==> src/rtl/imem_loader_if.sv <==
// Byte-stream handshake into the instruction-memory loader.
// The master drives bytes; the slave accepts them when ready is high.
interface imem_loader_if;
    logic       valid;
    logic [7:0] data;
    logic       ready;

    modport master (output valid, output data, input ready);
    modport slave  (input valid, input data, output ready);
endinterface

==> src/rtl/imem_loader.sv <==
// Instruction-memory loader: unpacks a framed byte stream into 32-bit words,
// writes them from address 0 and keeps the core in reset until the checksum matches.
module imem_loader #(
    parameter int ADDR_W = 8,
    parameter int DEPTH  = 256
) (
    input  logic               Clk,
    input  logic               Reset,
    input  logic               Start,
    imem_loader_if.slave       rx,
    output logic               mem_we,
    output logic [ADDR_W-1:0]  mem_addr,
    output logic [31:0]        mem_wdata,
    output logic               core_reset,
    output logic               done,
    output logic               error
);

    typedef enum logic [2:0] {
        S_IDLE,
        S_LEN0,
        S_LEN1,
        S_DATA,
        S_CSUM,
        S_DONE,
        S_ERR
    } state_t;

    localparam logic [15:0] DEPTH_LEN = 16'(DEPTH);

    state_t            state_reg;
    logic [15:0]       len_reg;
    logic [ADDR_W:0]   word_idx_reg;
    logic [1:0]        byte_cnt_reg;
    logic [23:0]       shift_reg;
    logic [7:0]        csum_reg;

    logic              xfer;
    logic [ADDR_W:0]   word_idx_next;
    logic [15:0]       len_next;

    assign xfer          = rx.valid & rx.ready;
    assign word_idx_next = word_idx_reg + 1'b1;
    assign len_next      = {rx.data, len_reg[7:0]};

    always_ff @(posedge Clk) begin
        if (Reset) begin
            state_reg    <= S_IDLE;
            len_reg      <= '0;
            word_idx_reg <= '0;
            byte_cnt_reg <= '0;
            shift_reg    <= '0;
            csum_reg     <= '0;
            rx.ready     <= 1'b0;
            mem_we       <= 1'b0;
            mem_addr     <= '0;
            mem_wdata    <= '0;
            core_reset   <= 1'b1;
            done         <= 1'b0;
            error        <= 1'b0;
        end else begin
            mem_we <= 1'b0;
            unique case (state_reg)
                S_IDLE, S_DONE, S_ERR: begin
                    if (Start) begin
                        state_reg    <= S_LEN0;
                        rx.ready     <= 1'b1;
                        word_idx_reg <= '0;
                        byte_cnt_reg <= '0;
                        csum_reg     <= '0;
                        core_reset   <= 1'b1;
                        done         <= 1'b0;
                        error        <= 1'b0;
                    end
                end
                S_LEN0: begin
                    if (xfer) begin
                        len_reg[7:0] <= rx.data;
                        csum_reg     <= csum_reg ^ rx.data;
                        state_reg    <= S_LEN1;
                    end
                end
                S_LEN1: begin
                    if (xfer) begin
                        len_reg[15:8] <= rx.data;
                        csum_reg      <= csum_reg ^ rx.data;
                        if (len_next > DEPTH_LEN) begin
                            state_reg <= S_ERR;
                            rx.ready  <= 1'b0;
                            error     <= 1'b1;
                        end else if (len_next == 16'd0) begin
                            state_reg <= S_CSUM;
                        end else begin
                            state_reg <= S_DATA;
                        end
                    end
                end
                S_DATA: begin
                    if (xfer) begin
                        csum_reg     <= csum_reg ^ rx.data;
                        byte_cnt_reg <= byte_cnt_reg + 2'd1;
                        shift_reg    <= {shift_reg[15:0], rx.data};
                        // Fourth byte completes the word; write it on the next cycle.
                        if (byte_cnt_reg == 2'd3) begin
                            mem_we       <= 1'b1;
                            mem_addr     <= word_idx_reg[ADDR_W-1:0];
                            mem_wdata    <= {shift_reg, rx.data};
                            word_idx_reg <= word_idx_next;
                            if (16'(word_idx_next) == len_reg) begin
                                state_reg <= S_CSUM;
                            end
                        end
                    end
                end
                S_CSUM: begin
                    if (xfer) begin
                        rx.ready <= 1'b0;
                        if (rx.data == csum_reg) begin
                            state_reg  <= S_DONE;
                            done       <= 1'b1;
                            core_reset <= 1'b0;
                        end else begin
                            state_reg <= S_ERR;
                            error     <= 1'b1;
                        end
                    end
                end
                default: begin
                    state_reg <= S_IDLE;
                    rx.ready  <= 1'b0;
                end
            endcase
        end
    end

endmodule

==> src/flat_wrapper.sv <==
// flat-port wrapper written by rule: the top's interface ports become plain ports
module imem_loader_flat 
#(
    parameter int ADDR_W = 8,
    parameter int DEPTH  = 256
)
  (Clk, Reset, Start, mem_we, mem_addr, mem_wdata, core_reset, done, error, rx_valid, rx_data, rx_ready);
  imem_loader_if rx_i ();
  input  logic Clk;
  input  logic Reset;
  input  logic Start;
  output logic mem_we;
  output logic [ADDR_W-1:0] mem_addr;
  output logic [31:0] mem_wdata;
  output logic core_reset;
  output logic done;
  output logic error;
  input wire logic [$bits(rx_i.valid)-1:0] rx_valid;
  input wire logic [$bits(rx_i.data)-1:0] rx_data;
  output wire logic [$bits(rx_i.ready)-1:0] rx_ready;
  assign rx_i.valid = rx_valid;
  assign rx_i.data = rx_data;
  assign rx_ready = rx_i.ready;
  imem_loader #(.ADDR_W(ADDR_W), .DEPTH(DEPTH)) u_core (.Clk(Clk), .Reset(Reset), .Start(Start), .rx(rx_i), .mem_we(mem_we), .mem_addr(mem_addr), .mem_wdata(mem_wdata), .core_reset(core_reset), .done(done), .error(error));
endmodule
==> config.mk <==
export PLATFORM = sky130hd
export DESIGN_NAME = imem_loader_flat
export DESIGN_NICKNAME = d
export VERILOG_FILES = /design/src/rtl/imem_loader_if.sv /design/src/rtl/imem_loader.sv /design/src/flat_wrapper.sv
export SDC_FILE = /design/constraint.sdc
export NUM_CORES = 1
export LEC_CHECK = 0
export CORE_AREA = 2 2 87 106
export CTS_CLUSTER_DIAMETER = 40
export DETAILED_ROUTE_END_ITERATION = 7
export DIE_AREA = 0 0 89 108
export HOLD_SLACK_MARGIN = 0.02
export PLACE_DENSITY = 0.79
export SLEW_MARGIN = 25
export SYNTH_ARGS = -nofsm -noshare
export SYNTH_HDL_FRONTEND = slang
export SYNTH_SLANG_ARGS = --single-unit
==> constraint.sdc <==
create_clock -name Clk -period 2.5 [get_ports Clk]
set_input_delay 0.5 -clock Clk [delete_from_list [all_inputs] [get_ports Clk]]
set_output_delay 0.5 -clock Clk [all_outputs]
set_load 0.05 [all_outputs]
After elaboration in Yosys (flattened, before gate mapping). Index checks and enable logic that the tools add are counted.

Reductions and logical operators: 21. Multiplexer cells: 39. Eq/ne operators: 20. Add/sub/neg operators: 2. $lt $le $gt $ge: 1. Bitwise gates (word level): 5.

Operators with widths (number): two-way mux 3 bit (9); two-way mux 9 bit (3); inequality test 2 x 1 -> 1 bit (second input constant) (9); one-hot mux 9 bit (2 select lines) (1); equality test 9 x 16 -> 1 bit (1); greater-than comparator 16 x 9 -> 1 bit (second input constant) (1); zero test 16 bit (1); two-way mux 8 bit (2); one-hot mux 8 bit (2 select lines) (1); one-hot mux 3 bit (5 select lines) (1); two-way mux 1 bit (14); adder 9 x 1 -> 9 bit (second input constant) (1); equality test 3 bit (second input constant) (3); AND reduction 3 bit (3); OR reduction 3 bit (3); equality test 8 bit (1); AND reduction 4 bit (2); XOR 8 bit (1); AND reduction 7 bit (1); equality test 3 x 2 -> 1 bit (second input constant) (2); two-way mux 2 bit (3); AND reduction 2 bit (3); AND reduction 6 bit (1); nonzero test 2 bit (3); other kinds (14) (18).

Output and inout port bits: 45. Bits in registers: 107. Input port bits: 12.

Logic depth before layout (Yosys ltp). Gate-level depths: netlist of the first run.

Depth after elaboration: 6. Gate-level depth with buffers: 9. Gate-level depth less buffers: 7.

Worst setup path after synthesis of the first run. Ideal clock, no wire load.

Path kind: register to register. From: register u_core.rx.ready. To: register u_core.error. Data arrival time: 1910 ps. Slack: 531 ps. Period minus slack after synthesis: 1969 ps. Cell stages (with the launch flop): 7. Path buffers: 0. Cells stage by stage: dfxtp_1 nand2_1 a21oi_1 nor2_1 or4_1 a221oi_1 o21a_1.

Word-level cells in the longest chain between the ends: 3.

Ends and longest elaborated chain: from (decl) (line imem_loader_if.sv:9) `modport slave (input valid, input data, output ready);`; from (signal assigned) (line imem_loader.sv:54) `rx.ready <= 1'b0;`; from (signal assigned) (line imem_loader.sv:67) `rx.ready <= 1'b1;`; from (signal assigned) (line imem_loader.sv:89) `rx.ready <= 1'b0;`; bitwise AND 1 bit * (line imem_loader.sv:42) `assign xfer = rx.valid & rx.ready;`; inequality test 2 x 1 -> 1 bit (no line); AND reduction 6 bit (no line) *; to (signal assigned) (line imem_loader.sv:60) `error <= 1'b0;`; to (signal assigned) (line imem_loader.sv:73) `error <= 1'b0;`; to (signal assigned) (line imem_loader.sv:90) `error <= 1'b1;`; to (decl) (line imem_loader.sv:16) `output logic error`.

Mark *: on every way between the ends. The rest lies on a longest branch, timed or not. A chain may end at the register's enable or synchronous reset.

Worst setup path in the final report of the first run.
From: register u_core.state_reg[0]. To: register u_core.mem_wdata[13].

Word-level cells in the longest chain between the ends: 2.

Ends and longest elaborated chain: from (decl) (line imem_loader.sv:31) `state_t state_reg;`; from (signal assigned) (line imem_loader.sv:48) `state_reg <= S_IDLE;`; from (signal assigned) (line imem_loader.sv:66) `state_reg <= S_LEN0;`; from (signal assigned) (line imem_loader.sv:80) `state_reg <= S_LEN1;`; equality test 3 x 2 -> 1 bit (line imem_loader.sv:63) `unique case (state_reg)`; AND reduction 3 bit (no line); to (signal assigned) (line imem_loader.sv:107) `mem_wdata <= {shift_reg, rx.data};`; to (decl) (line imem_loader.sv:13) `output logic [31:0] mem_wdata,`.

No other way between the ends.

==> results of run 1 <==
[path summary, 6_finish.rpt]
check | startpoint | to | slack, ns | cells past startpoint
worst min-delay path | u_core.shift_reg[17] | u_core.mem_wdata[25] | 0.45 | 2
worst min register to register | u_core.shift_reg[17] | u_core.mem_wdata[25] | 0.45 | 2
worst max-delay path | u_core.state_reg[0] | u_core.mem_wdata[13] | 0.34 | 6
worst max register to register | u_core.state_reg[0] | u_core.mem_wdata[13] | 0.34 | 6
[metrics by stage]
stage / hold WS, ns / cells / power (uW) / cell area [um^2] / worst slack (ns)
floorplan: 0.432 / 593 / 2580 / 4640 / 0.531
global placement: 0.442 / 747 / 2820 / 5360 / 0.0429
detailed placement: 0.445 / 747 / 2840 / 5360 / -0.0309
CTS: 0.460 / 763 / 3790 / 5540 / 0.255
global route: 0.477 / 763 / 3970 / 5540 / 0.0784
finish: 0.455 / 763 / 3800 / 5540 / 0.338
[layout make-up]
| class | instances | area (um^2) | area share, % |
|---|---|---|---|
| inverter | 7 | 26.3 | 0.474 |
| clock inverter | 6 | 48.8 | 0.880 |
| clock buffer | 10 | 128 | 2.30 |
| tap | 117 | 146 | 2.64 |
| multi-input combinational | 436 | 2290 | 41.3 |
| sequential | 107 | 2140 | 38.6 |
| timing repair buffer | 80 | 763 | 13.8 |
[kinds of logic (layout without fill, tap and decap cells)]
| logic type | after synthesis | after routing | synth area share, % |
|---|---|---|---|
| xor gates and xnor gates | 16 | 16 | 3.02 |
| muxes | 14 | 14 | 3.05 |
| and+or+nand+nor | 266 | 266 | 25.2 |
| adders and majority gates | 2 | 2 | 0.539 |
| DFF | 107 | 107 | 46.2 |
| AOI/OAI and AO/OA | 138 | 138 | 17.3 |
| buffers and inverters | 50 | 103 | 4.75 |
[cell usage in the layout, fill, tap and decap left out, drive strengths merged, types with 2 or more instances in the layout]
cell type,instances
a2111oi,2
a211oi,3
a21oi,88
a22oi,5
a311oi,2
a41oi,2
and2,2
and3,4
and3b,5
buf,25
clkbuf,10
clkdlybuf4s50,55
clkinvlp,3
dfxtp,107
ha,2
inv,9
mux2i,13
nand2,155
nand2b,5
nand3,13
nor2,55
nor2b,7
nor3,6
nor3b,2
nor4,7
o211ai,4
o21a,2
o21ai,18
or4,2
xnor2,8
xor2,8
[power by group through the flow]
stage          sequential [uW]  clock, uW  combinational, uW
6_report                  1860        968                970
5_1_grt                   1870       1050               1060
4_1_cts                   1850        983                957
3_5_place_dp              1890          0                951
3_3_place_gp              1880          0                930
2_1_floorplan             1910          0                671
[synthesized netlist by cell type, types with 2 or more instances]
| master | count |
|---|---|
| nand2_1 | 155 |
| dfxtp_1 | 107 |
| a21oi_1 | 87 |
| nor2_1 | 55 |
| clkbuf_1 | 27 |
| buf_2 | 14 |
| mux2i_1 | 13 |
| nand3_1 | 12 |
| o21ai_1 | 12 |
| xnor2_1 | 8 |
| xor2_1 | 8 |
| nor2b_1 | 7 |
| inv_1 | 6 |
| nor4_1 | 6 |
| o21ai_0 | 6 |
| a22oi_1 | 5 |
| and3b_1 | 5 |
| nand2b_1 | 5 |
| nor3_1 | 5 |
| and3_1 | 4 |
| o211ai_1 | 4 |
| a2111oi_0 | 2 |
| a211oi_1 | 2 |
| a311oi_1 | 2 |
| a41oi_1 | 2 |
| and2_1 | 2 |
| buf_6 | 2 |
| ha_1 | 2 |
| nor3b_1 | 2 |
| o21a_1 | 2 |
[per-layer routing]
layer | vias to the layer above | GRT usage, % | wire, um
met2 | 133 | 37.2 | 5320
li1 | 2085 | - | -
met3 | 12 | 2.67 | 486
met5 | - | 0 | 0
met4 | 0 | 8.10 | 124
met1 | 2027 | 32.2 | 4880
[what timing repair did]
action / CTS / global route
hold buffers: 0 / 0
setup buffers: 0 / 0
hold endpoints to repair: 0 / 0
resized for setup: 0 / 2
setup endpoints to repair: 0 / 2
[worst max-delay path: cells and delay by family, from the launching register on]
kind | cells | cell delay, ns
AO/OA/AOI/OAI | 1 | 0.13
buffers and inverters | 2 | 0.56
flip-flops | 1 | 0.62
AND/OR/NAND/NOR | 3 | 0.80
==> flow_metrics.tcl, run 1 <==
set metrics [dict create \
    status "finished, final reports clean" \
    synth_nets 607 \
    yosysSeqAreaShare_pct 46.2 \
    routed_wl_um 10800 \
    cellLeakagePower_uw 0.00200 \
    seq_power_share_pct 49.0 \
    cts_buffers 9 \
    via_per_inst 5.58 \
    async_flop_share_pct 0 \
    critPathKind "reg -> reg" \
    cts_max_level 3 \
    fin_setup_tns_ns 0 \
    crit_path_frequent_cell "buf_4" \
    p_sw_share_pct 33.6 \
    irDropWorstVdd_uv 456 \
    critPathArrivalTime_ns 2.46 \
    clock_path_buffers 2 \
    grt_pass1_vias 3824 \
    max_freq_mhz 463 \
    tightest_slew_ns 0.570 \
    synth_edf_count 0 \
    cts.sinks 107 \
    grt_pass1_wl_um 17800 \
    power.density_nw_per_um2 685 \
    cpPeakStageDelay_ns 0.62 \
    insertion_delay_ns 0.37 \
    die-width_um 89 \
    setup_viol 0 \
    synth.distinct_cells 54 \
    p_int_uw 2520 \
    start_kind "flop" \
    vias 4257 \
    clk_pin_slew_ns 0.11 \
    path_cells "buf_4 > and3b_1 > and3_1 > buf_4 > nand2_1 > a21oi_1" \
    cts_root_buffer "clkbuf_8" \
    core_um2 8520 \
    synth.area.top_cells "dfxtp_1, nand2_1, a21oi_1" \
    power_frac_clock_pct 25.5 \
    diodes 0 \
    finalHoldViolations 0 \
    cp.required_ns 2.80 \
    syn_area_um2 4640 \
    die_area_um2 9610 \
    initial_utilization_pct 54.5 \
    worstHoldPathType "reg -> reg" \
    fillers 779 \
    min_period_ns 2.16 \
    grt-ovfl-total 0 \
    fin_crit_sh_pct 86.5 \
    slew_viol_final 0 \
    place_hpwl_um 7490 \
    crit_path_end_kind "flop" \
    syn2layout_area_growth_pct 19.5 \
    antenna_found_initial 0 \
    drc 0 \
    ios 57 \
    slew_headroom_pct 62.0 \
    fp.dieH_um 108 \
    drive_gt1_share_pct 8.05 \
    skew_ns 0.0161 \
    cpMaxStageDelayCell "dfxtp_1" \
    wl_per_cell_um 14.2 \
    critPathMaxFanout 14 \
    synth_cells 593 \
    row_count 37 \
    maxCapViolCount 0 \
    p_switching_uw 1280 \
    grt_usage_pct 23.1 \
    gp_congestion 0.928 \
    ant_nets 0 \
    drt_iter0_markers 250 \
    synth-seq-cells 107 \
    syn_avg_cell_area_um2 7.83 \
    cts_tree "built" \
    ys.flop_type "dfxtp_1" \
    synth_top_area_cell "dfxtp_1" \
    layout.nets 655 \
    first_pass_iters 5 \
    yosys_warnings 0 \
    synth_top_area_share_pct 46.2 \
    grt_max_degree 52 \
    comb_power_share_pct 25.5 \
    grt_setup_unrepaired "false" \
    largest_reg_flops 32 \
    portBuffers 56 \
    utilization_pct 65.1 \
]
No activity file was read; power rests on OpenSTA's default activity.
==> run 2, diff against run 1 <==
--- a/config.mk
+++ b/config.mk
@@ -9,6 +9,7 @@
 export CTS_CLUSTER_DIAMETER = 40
 export DETAILED_ROUTE_END_ITERATION = 7
 export DIE_AREA = 0 0 89 108
+export GPL_TIMING_DRIVEN = 0
 export HOLD_SLACK_MARGIN = 0.02
 export PLACE_DENSITY = 0.79
 export SLEW_MARGIN = 25
==> flow_metrics.tcl, run 2 (synthesis results as in run 1) <==
set metrics [dict create \
    antenna_found_initial 0 \
    setup_viol 0 \
    slew_viol_final 0 \
    ant_nets 0 \
    drive_gt1_share_pct 6.22 \
    path_cells "clkdlybuf4s50_1 > and2_1 > clkbuf_1 > nand3_1 > clkbuf_1 > clkbuf_1 > nand2_1 > a21oi_1" \
    via_per_inst 5.44 \
    hold_depth 3 \
    grt_setup_unrepaired "false" \
    clk_pin_slew_ns 0.11 \
    critPathArrivalTime_ns 2.59 \
    fin_crit_sh_pct 91.1 \
    routed_wl_um 11000 \
    skew_ns 0.0145 \
    diodes 0 \
    core_um2 8520 \
    initial_utilization_pct 54.5 \
    cts_setup_buffers 0 \
    first_pass_iters 5 \
    cts.sinks 107 \
    finalHoldViolations 0 \
    critPathKind "in -> reg" \
    fp.dieH_um 108 \
    max_freq_mhz 439 \
    maxCapViolCount 0 \
    slew_headroom_pct 57.8 \
    grt_pass1_vias 3769 \
    use_met3_pct 2.90 \
    wl_per_cell_um 14.1 \
    layout.nets 669 \
    met2_usage_pct 37.0 \
    fin_ws_ns 0.222 \
    hp-start "rx_data[4]" \
    irDropWorstVdd_uv 414 \
    power_frac_clock_pct 26.4 \
    start_kind "input pin" \
    grt_pass1_wl_um 17700 \
    ios 57 \
    cpMaxStageDelayCell "clkbuf_1" \
    drt_iter0_markers 239 \
    regArea_um2 2140 \
    final_common_cell "nand2_1" \
    min_period_ns 2.28 \
    cts_max_level 3 \
    post-place-ws_ns -0.146 \
    layout_common_cells "nand2_1, dfxtp_1, a21oi_1" \
    seq_power_share_pct 47.7 \
    grt_usage_pct 23.5 \
    die_area_um2 9610 \
    crit_path_end_kind "flop" \
    r2r_cells 7 \
    fillers 785 \
    r2r_setup_slack_ns 0.28 \
    met1_usage_pct 32.6 \
    grt-ovfl-total 0 \
    comb_power_share_pct 25.9 \
    cts_buffers 9 \
    die-width_um 89 \
    grt_max_degree 20 \
    row_count 37 \
    place_hpwl_um 7980 \
    timing.hold.ws_ns 0.395 \
    syn2layout_area_growth_pct 18.1 \
    vias 4225 \
    crit_buf_inv 4 \
    worst_r2r_endpoint "u_core.state_reg[0]" \
    p_int_uw 2500 \
    largest_reg_flops 32 \
    design_area_um2 5480 \
    cp.required_ns 2.81 \
    cts_tree "built" \
    placed_area_um2 5300 \
    reg2reg_from "u_core.word_idx_reg[0]" \
    tightest_slew_ns 0.630 \
    worstHoldPathType "in -> reg" \
    cpPeakStageDelay_ns 0.43 \
    critPathMaxFanout 10 \
    cp_top_family "buffers and inverters" \
    power.density_nw_per_um2 690 \
    portBuffers 51 \
    drc 0 \
    clock_path_buffers 2 \
    p_switching_uw 1290 \
    p_sw_share_pct 34.0 \
    utilization_pct 64.3 \
    insertion_delay_ns 0.38 \
    crit_path_frequent_cell "clkbuf_1" \
    multi_input_area_um2 2280 \
    cellLeakagePower_uw 0.00198 \
    busiest_layer "met2" \
    gp_congestion 0.897 \
    status "finished, final reports clean" \
    cts_root_buffer "clkbuf_8" \
    hold_path_end "u_core.shift_reg[4]" \
]
[run 2: cell types whose count changed in the layout (fill, tap and decap cells not counted), sizes merged]
cell	change
clkdlybuf4s50	-4
clkbuf	+26
inv	+2
clkinv	+1
buf	-9
clkinvlp	-3
[run 2: cell type report]
| class | instances | area share, % |
|---|---|---|
| Clock buffer | 9 | 2.26 |
| Buffer | 43 | 3.54 |
| Timing Repair Buffer | 51 | 9.32 |
| Multi-Input combinational cell | 436 | 41.6 |
| Inverter | 7 | 0.480 |
| Clock inverter | 6 | 1.00 |
| Sequential cell | 107 | 39.1 |
| Tap cell | 117 | 2.67 |
[run 2: per-stage QoR]
step                      cells  setup TNS (ns)  total power (uW)
final                       776               0              3780
after global routing        776               0              3970
after CTS                   776               0              3790
after detailed placement    761           -2.76              2810
after global placement      761           -2.24              2780
after floorplan             593               0              2580
[run 2: metal layers]
layer	up-vias	wire (um)
li1	2120	-
met1	1972	4940
met2	119	5180
met3	14	634
met4	0	201
met5	-	0
[run 2: timing repair]
| action | CTS | global route |
|---|---|---|
| resized for setup | 0 | 1 |
| endpoints found under the setup margin | 0 | 2 |
| hold buffers | 0 | 0 |
[run 2: how the worst max path moves through the flow]
stage                     cells after the start                   end                    from  slack [ns]
after floorplan                               6          u_core.error         u_core.rx.ready        0.53
after global placement                        8  u_core.mem_wdata[10]                rx_valid       -0.11
after detailed placement                      8   u_core.mem_wdata[5]                rx_valid       -0.15
after CTS                                     7   u_core.state_reg[0]  u_core.word_idx_reg[0]        0.22
after global routing                          7   u_core.state_reg[0]  u_core.word_idx_reg[0]        0.02
final                                         8   u_core.mem_wdata[8]                rx_valid        0.22
[run 2: power groups by stage]
| stage | sequential, uW | combinational (uW) | clock (uW) |
|---|---|---|---|
| floorplan | 1910 | 671 | 0 |
| global placement | 1840 | 941 | 0 |
| detailed placement | 1840 | 966 | 0 |
| CTS | 1800 | 970 | 1020 |
| global route | 1810 | 1070 | 1080 |
| finish | 1800 | 980 | 998 |
[run 2: worst min-delay path: stages]
cell	delay (ns)
buf_6	0.12
nand2_1	0.05
a21oi_1	0.05
